`config.mk`:
```
export PLATFORM = sky130hd
export DESIGN_NAME = branch_predict_unit
export DESIGN_NICKNAME = d
export VERILOG_FILES = /design/src/rtl/bpu_pkg.sv /design/src/rtl/bpu_sat_counter.sv /design/src/rtl/branch_predict_unit.sv
export SDC_FILE = /design/constraint.sdc
export NUM_CORES = 1
export LEC_CHECK = 0
export CAP_MARGIN = 20
export CORE_MARGIN = 10
export CORE_UTILIZATION = 59
export DETAILED_ROUTE_END_ITERATION = 8
export PLACE_DENSITY = 0.81
export SYNTH_ARGS = -nofsm -noshare
export SYNTH_HDL_FRONTEND = slang
export SYNTH_HIERARCHICAL = 1
export SYNTH_SLANG_ARGS = --single-unit
```
`constraint.sdc`:
```
create_clock -name clk -period 1.8 [get_ports clk]
set_input_delay 0.18 -clock clk [delete_from_list [all_inputs] [get_ports clk]]
set_output_delay 0.18 -clock clk [all_outputs]
set_load 0.1 [all_outputs]
```
`src/rtl/bpu_pkg.sv`:
```
// Shared constants for the branch predict unit: EX next-PC type codes,
// IF mux select codes, 2-bit counter states and the counter step rule.
package bpu_pkg;

  // Next-PC type carried by the EX instruction
  localparam logic [1:0] PCPlus4 = 2'b00;
  localparam logic [1:0] Branch  = 2'b01;
  localparam logic [1:0] Jump    = 2'b10;

  // next_type codes decoded by the IF next-PC mux
  localparam logic [1:0] NT_SEQ   = 2'b00;  // follow fetch
  localparam logic [1:0] NT_EXPC4 = 2'b01;  // EX PC+4 (predicted T, was NT)
  localparam logic [1:0] NT_JUMP  = 2'b10;  // jump target
  localparam logic [1:0] NT_BTGT  = 2'b11;  // branch target (predicted NT, was T)

  // Saturating counter states; prediction is the MSB
  localparam logic [1:0] CNT_SNT = 2'b00;
  localparam logic [1:0] CNT_WNT = 2'b01;
  localparam logic [1:0] CNT_WT  = 2'b10;
  localparam logic [1:0] CNT_ST  = 2'b11;

  localparam logic [1:0] INIT_CNT_DEF = CNT_WNT;

  // One training step: move toward taken or not-taken, clamping at the ends
  function automatic logic [1:0] sat_step(input logic [1:0] cnt, input logic inc);
    logic [1:0] nxt;
    nxt = cnt;
    if (inc && cnt != CNT_ST)
      nxt = cnt + 2'd1;
    else if (!inc && cnt != CNT_SNT)
      nxt = cnt - 2'd1;
    return nxt;
  endfunction

endpackage

```
`src/rtl/bpu_sat_counter.sv`:
```
// One PHT entry: 2-bit saturating counter, trained when en is high,
// asynchronously returned to INIT by rst.
module bpu_sat_counter
  import bpu_pkg::*;
#(
  parameter logic [1:0] INIT = INIT_CNT_DEF
) (
  input  logic       clk,
  input  logic       rst,
  input  logic       en,
  input  logic       inc,
  output logic [1:0] cnt
);

  // Counter state; reset wins over any update sampled at the same edge
  always_ff @(posedge clk or posedge rst) begin
    if (rst)
      cnt <= INIT;
    else if (en)
      cnt <= sat_step(cnt, inc);
  end

endmodule

```
`src/rtl/branch_predict_unit.sv`:
```
// Dynamic branch predictor and resolver.
// IF looks up a table of 2-bit saturating counters; EX resolution selects
// the next-PC source, raises flush on a wrong path and trains the table.
// Build option BPU_GSHARE_EN: XOR the PC index with a global history
// register of resolved branch outcomes (gshare); otherwise bimodal.
module branch_predict_unit
  import bpu_pkg::*;
#(
  parameter int         ADDR_W   = 32,
  parameter int         IDX_W    = 6,
  parameter logic [1:0] INIT_CNT = INIT_CNT_DEF
) (
  input  logic              clk,
  input  logic              rst,
  input  logic [ADDR_W-1:0] if_pc,
  output logic              if_pred_taken,
  input  logic              ex_valid,
  input  logic [1:0]        ex_npc_type,
  input  logic [ADDR_W-1:0] ex_pc,
  input  logic              ex_pred_taken,
  input  logic              ex_taken,
  output logic [1:0]        next_type,
  output logic              flush
);

  localparam int DEPTH = 1 << IDX_W;

  logic [1:0]       cnt [DEPTH];
  logic [IDX_W-1:0] lk_idx;
  logic [IDX_W-1:0] upd_idx;
  logic             upd_en;

  // Only valid resolved branches train the table (and the history)
  assign upd_en = ex_valid && (ex_npc_type == Branch);

`ifdef BPU_GSHARE_EN
  logic [IDX_W-1:0] ghr;

  // Non-speculative history: shifts at the same edge as the PHT update,
  // so the update index below still sees the pre-shift value
  always_ff @(posedge clk or posedge rst) begin
    if (rst)
      ghr <= '0;
    else if (upd_en)
      ghr <= {ghr[IDX_W-2:0], ex_taken};
  end

  assign lk_idx  = if_pc[IDX_W+1:2] ^ ghr;
  assign upd_idx = ex_pc[IDX_W+1:2] ^ ghr;
`else
  assign lk_idx  = if_pc[IDX_W+1:2];
  assign upd_idx = ex_pc[IDX_W+1:2];
`endif

  // Word-offset bits and upper PC bits do not take part in indexing
  logic unused_pc_bits;
  assign unused_pc_bits = ^{if_pc[ADDR_W-1:IDX_W+2], if_pc[1:0],
                            ex_pc[ADDR_W-1:IDX_W+2], ex_pc[1:0]};

  // Pattern history table: one counter per index
  for (genvar i = 0; i < DEPTH; i++) begin : g_pht
    bpu_sat_counter #(.INIT(INIT_CNT)) u_cnt (
      .clk (clk),
      .rst (rst),
      .en  (upd_en && (upd_idx == IDX_W'(i))),
      .inc (ex_taken),
      .cnt (cnt[i])
    );
  end

  // Lookup reads the registered counters, so a same-cycle update at the
  // same index is only visible from the next cycle
  assign if_pred_taken = rst ? INIT_CNT[1] : cnt[lk_idx][1];

  // Next-PC source and flush, purely from the EX stage this cycle
  always_comb begin
    next_type = NT_SEQ;
    flush     = 1'b0;
    if (!rst && ex_valid) begin
      case (ex_npc_type)
        Jump: begin
          next_type = NT_JUMP;
          flush     = 1'b1;
        end
        Branch: begin
          if (ex_taken != ex_pred_taken) begin
            next_type = ex_taken ? NT_BTGT : NT_EXPC4;
            flush     = 1'b1;
          end
        end
        default: begin
          next_type = NT_SEQ;
          flush     = 1'b0;
        end
      endcase
    end
  end

endmodule

```
==> impl_metrics.xml <==
<?xml version="1.0" encoding="UTF-8"?>
<metrics>
  <group name="run_status">
    <metric name="run_status" unit="">finished with violations</metric>
    <metric name="violations" unit="">setup timing</metric>
  </group>
  <group name="run">
    <metric name="max-cap-violations" unit="">0</metric>
  </group>
  <group name="sta">
    <metric name="max_slew_margin" unit="%">47.87</metric>
    <metric name="final.min_clock_period" unit="ns">2.327</metric>
    <metric name="final.period_utilization" unit="%">129.3</metric>
    <metric name="hold_viol_final" unit="">0</metric>
    <metric name="worst_slew_pin_slew" unit="ns">0.7820</metric>
    <metric name="worst_slack" unit="ns">-0.5271</metric>
    <metric name="report.final.slew_viol_count" unit="">0</metric>
    <metric name="unrepaired_setup_endpoints_after_global_routing" unit="">true</metric>
    <metric name="worst_clock_skew" unit="ns">0.003903</metric>
    <metric name="max_freq" unit="MHz">429.7</metric>
    <metric name="setup_violation_total_in_the_final_timing_report" unit="">1</metric>
  </group>
  <group name="die">
    <metric name="core_area" unit="sq um">14370</metric>
    <metric name="initial_core_util" unit="%">59.68</metric>
    <metric name="dieWidth" unit="um">140.6</metric>
    <metric name="placementRows" unit="">44</metric>
    <metric name="die_area" unit="sq um">19760</metric>
    <metric name="io_pins" unit="">75</metric>
    <metric name="die_y" unit="um">140.6</metric>
  </group>
  <group name="power_and_ir_drop">
    <metric name="vdd.ir_drop.worst" unit="mV">0.6065</metric>
    <metric name="totalPowerFinal" unit="W">0.006807</metric>
    <metric name="static_leakage" unit="nW">5.620</metric>
    <metric name="p_per_area" unit="nW/um^2">660.2</metric>
  </group>
  <group name="cells_and_area">
    <metric name="fill_cells" unit="">997</metric>
    <metric name="layout_top_registers" unit="">g_pht.u_cnt/cnt (128)</metric>
    <metric name="areaGrowthSynthToFinish" unit="%">20.24</metric>
    <metric name="largest_reg_flops" unit="">128</metric>
    <metric name="finish.cell_count_without_fillers" unit="">1230</metric>
    <metric name="post-route-util" unit="%">71.76</metric>
    <metric name="nets" unit="">1106</metric>
    <metric name="layout-drive-gt1-share" unit="%">26.32</metric>
    <metric name="registers.top_by_ff_count" unit="">g_pht.u_cnt/cnt</metric>
  </group>
  <group name="synth">
    <metric name="ys_types" unit="">29</metric>
    <metric name="total_of_warnings_raised_by_yosys" unit="">6</metric>
    <metric name="netlist_instances" unit="">927</metric>
    <metric name="synthTopCellsByArea" unit="">sky130_fd_sc_hd__dfstp_2, sky130_fd_sc_hd__dfrtp_1, sky130_fd_sc_hd__o211ai_2</metric>
    <metric name="synth_area_per_cell" unit="sq um">9.251</metric>
    <metric name="syn_nets" unit="">1001</metric>
    <metric name="post_synth_top_area_share" unit="%">19.61</metric>
    <metric name="ys_ff_latch" unit="">128</metric>
    <metric name="netlist_area_before_placement" unit="sq um">8576</metric>
    <metric name="netlist.top_cell.by_area" unit="">sky130_fd_sc_hd__dfstp_2</metric>
    <metric name="synth-seq-area-share" unit="%">38.28</metric>
  </group>
  <group name="clocking">
    <metric name="numCtsBuffers" unit="">17</metric>
    <metric name="htree_levels" unit="">4</metric>
    <metric name="cts_sinks" unit="">128</metric>
    <metric name="cts_max_path_buffers" unit="">2</metric>
    <metric name="clkSlewWorstSetupHoldPaths" unit="ns">0.06</metric>
    <metric name="cts_tree" unit="">built</metric>
    <metric name="cts-root-buf" unit="">sky130_fd_sc_hd__clkbuf_16</metric>
    <metric name="worstSkewPairLatency" unit="ns">0.42</metric>
  </group>
  <group name="placed_design">
    <metric name="dp.cells" unit="">1193</metric>
    <metric name="numPortBuffers" unit="">22</metric>
    <metric name="routabilityCongestion" unit="">0.8301</metric>
    <metric name="dp_hpwl" unit="mm">14.34</metric>
  </group>
  <group name="routing">
    <metric name="vias_per_cell" unit="">5.746</metric>
    <metric name="initialDrtViolationCount" unit="">859</metric>
    <metric name="route.final.wire_length" unit="mm">21.07</metric>
    <metric name="detail_route.first_pass.iterations" unit="">7</metric>
    <metric name="drc" unit="">0</metric>
    <metric name="postRouteAntennaNets" unit="">0</metric>
    <metric name="wl_per_cell" unit="um">17.13</metric>
    <metric name="vias" unit="">7067</metric>
  </group>
  <group name="critical_path">
    <metric name="timing.critical_path.to_type" unit="">output pin</metric>
    <metric name="arrival" unit="ns">2.15</metric>
    <metric name="critical_path_class" unit="">reg -&gt; out</metric>
    <metric name="worstSetupStartpointType" unit="">register</metric>
    <metric name="worst_ep_required_time" unit="ns">1.62</metric>
    <metric name="crit_path_max_fanout" unit="">3</metric>
  </group>
  <group name="global_routing">
    <metric name="grt_pass1_vias" unit="">7004</metric>
    <metric name="all_layer_global_routing_usage" unit="%">20.89</metric>
    <metric name="grt_first_pass_wirelength" unit="mm">34.07</metric>
    <metric name="grt_remaining_overflow" unit="">0</metric>
    <metric name="grt_max_degree" unit="">193</metric>
    <metric name="grt_antenna_before_repair" unit="">1</metric>
  </group>
  <group name="min_path">
    <metric name="min-delay-path-class" unit="">in -&gt; async</metric>
  </group>
</metrics>
==> synthesized netlist by cell type <==
| cell type | count |
|---|---|
| sky130_fd_sc_hd__inv_1 | 199 |
| sky130_fd_sc_hd__nor2_1 | 73 |
| sky130_fd_sc_hd__a21oi_1 | 68 |
| sky130_fd_sc_hd__mux2i_1 | 68 |
| sky130_fd_sc_hd__nor2b_1 | 68 |
| sky130_fd_sc_hd__o22ai_1 | 65 |
| sky130_fd_sc_hd__dfrtp_1 | 64 |
| sky130_fd_sc_hd__dfstp_2 | 64 |
| sky130_fd_sc_hd__nand3b_1 | 64 |
| sky130_fd_sc_hd__o211ai_2 | 64 |
| sky130_fd_sc_hd__or2b_1 | 64 |
| sky130_fd_sc_hd__nand2_1 | 18 |
| sky130_fd_sc_hd__mux4_2 | 13 |
| sky130_fd_sc_hd__nand3_1 | 7 |
| sky130_fd_sc_hd__clkbuf_1 | 6 |
| sky130_fd_sc_hd__ha_1 | 3 |
| sky130_fd_sc_hd__mux4_1 | 3 |
| sky130_fd_sc_hd__a31oi_1 | 2 |
| sky130_fd_sc_hd__nand4_1 | 2 |
| sky130_fd_sc_hd__nand4b_1 | 2 |
| sky130_fd_sc_hd__o211ai_1 | 2 |
| sky130_fd_sc_hd__buf_2 | 1 |
| sky130_fd_sc_hd__buf_4 | 1 |
| sky130_fd_sc_hd__buf_6 | 1 |
| sky130_fd_sc_hd__buf_8 | 1 |
| sky130_fd_sc_hd__nor3_1 | 1 |
| sky130_fd_sc_hd__nor4_1 | 1 |
| sky130_fd_sc_hd__o41ai_1 | 1 |
| sky130_fd_sc_hd__or3_1 | 1 |
==> path summary, 6_finish.rpt <==
path	cells after the start	startpoint	slack (ns)	endpoint
worst max-delay path	6	g_pht[8].u_cnt/cnt[1]$_DFFE_PP0P_	-0.53	if_pred_taken
max in group asynchronous	3	rst	1.16	g_pht[37].u_cnt/cnt[0]$_DFFE_PP1P_
worst min-delay path	3	rst	0.05	g_pht[12].u_cnt/cnt[1]$_DFFE_PP0P_
worst min register to register	2	g_pht[8].u_cnt/cnt[0]$_DFFE_PP1P_	0.54	g_pht[8].u_cnt/cnt[1]$_DFFE_PP0P_
min in group clk	4	ex_taken	0.42	g_pht[61].u_cnt/cnt[0]$_DFFE_PP1P_
worst max register to register	2	g_pht[24].u_cnt/cnt[0]$_DFFE_PP1P_	0.78	g_pht[24].u_cnt/cnt[0]$_DFFE_PP1P_
==> power breakdown <==
group	total [W]	internal, W	switching [W]
Clock	0.00334	0.00206	0.00129
Sequential	0.00290	0.00289	0.00000372
Combinational	0.000568	0.000203	0.000364
==> layout make-up <==
class                           instances  area [sq um]  area share [%]
Multi-Input combinational cell        590          4574           44.36
Sequential cell                       128          3283           31.84
Timing Repair Buffer                   96         908.4           8.810
Inverter                              199         747.0           7.244
Clock buffer                           21         450.4           4.368
Tap cell                              184         230.2           2.233
Clock inverter                         11         115.1           1.116
Antenna cell                            1         2.502         0.02427
==> through the flow <==
| stage | TNS [ns] | hold WS (ns) | cell area [sq um] | setup slack, ns |
|---|---|---|---|---|
| final | -0.5271 | 0.04775 | 10310 | -0.5271 |
| after global placement | -20.09 | 0.2067 | 9612 | -0.5169 |
| after detailed placement | -24.80 | 0.2062 | 9612 | -0.5590 |
| after CTS | -0.4768 | 0.03226 | 10190 | -0.4768 |
| after floorplan | -0.4095 | -0.07954 | 8611 | -0.4095 |
| after global routing | -0.6070 | 0.05369 | 10310 | -0.5885 |
==> layout by cell type (no fill, tap or decap), drive strengths merged, types with 2 or more instances in the layout <==
| master | n |
|---|---|
| inv | 199 |
| buf | 77 |
| nor2 | 73 |
| nor2b | 68 |
| mux2i | 68 |
| a21oi | 68 |
| o211ai | 66 |
| o22ai | 65 |
| nand3b | 64 |
| or2b | 64 |
| dfstp | 64 |
| dfrtp | 64 |
| clkbuf | 23 |
| nand2 | 18 |
| mux4 | 16 |
| clkdlybuf4s50 | 14 |
| nand3 | 7 |
| clkinv | 5 |
| clkinvlp | 4 |
| ha | 3 |
| nand4 | 2 |
| a31oi | 2 |
| nand4b | 2 |
| bufinv | 2 |
| dlymetal6s2s | 2 |
==> kinds of logic after synthesis <==
kind of cell    count (synthesis)  synth area share, %
fa+ha+maj                       3               0.4377
mux                            84                12.27
simple gates                  301                21.11
buf+inv                       209                9.425
flops                         128                38.28
compound gates                202                18.47
==> routing by layer <==
metal	track usage [%]	routed length (um)
met1	26.20	8873
met5	0	0
met3	4.801	1474
met4	7.283	296
met2	34.46	10430
==> worst max-delay path, cell delays in order (launching register included) <==
cell	delay, ns
sky130_fd_sc_hd__dfrtp_1	0.43
sky130_fd_sc_hd__mux4_2	0.48
sky130_fd_sc_hd__mux2i_1	0.22
sky130_fd_sc_hd__o22ai_2	0.12
sky130_fd_sc_hd__a21oi_2	0.16
sky130_fd_sc_hd__o41ai_4	0.12
sky130_fd_sc_hd__buf_12	0.19
==> what timing repair did <==
item	in CTS	in global routing
pin swaps	4	3
endpoints found under the setup margin	1	17
hold buffers	1	0
hold endpoints to repair	4	0
setup buffers	0	1
gates cloned	0	2
gates resized for setup	1	24
Note: power is estimated with default switching activity, not from simulation.
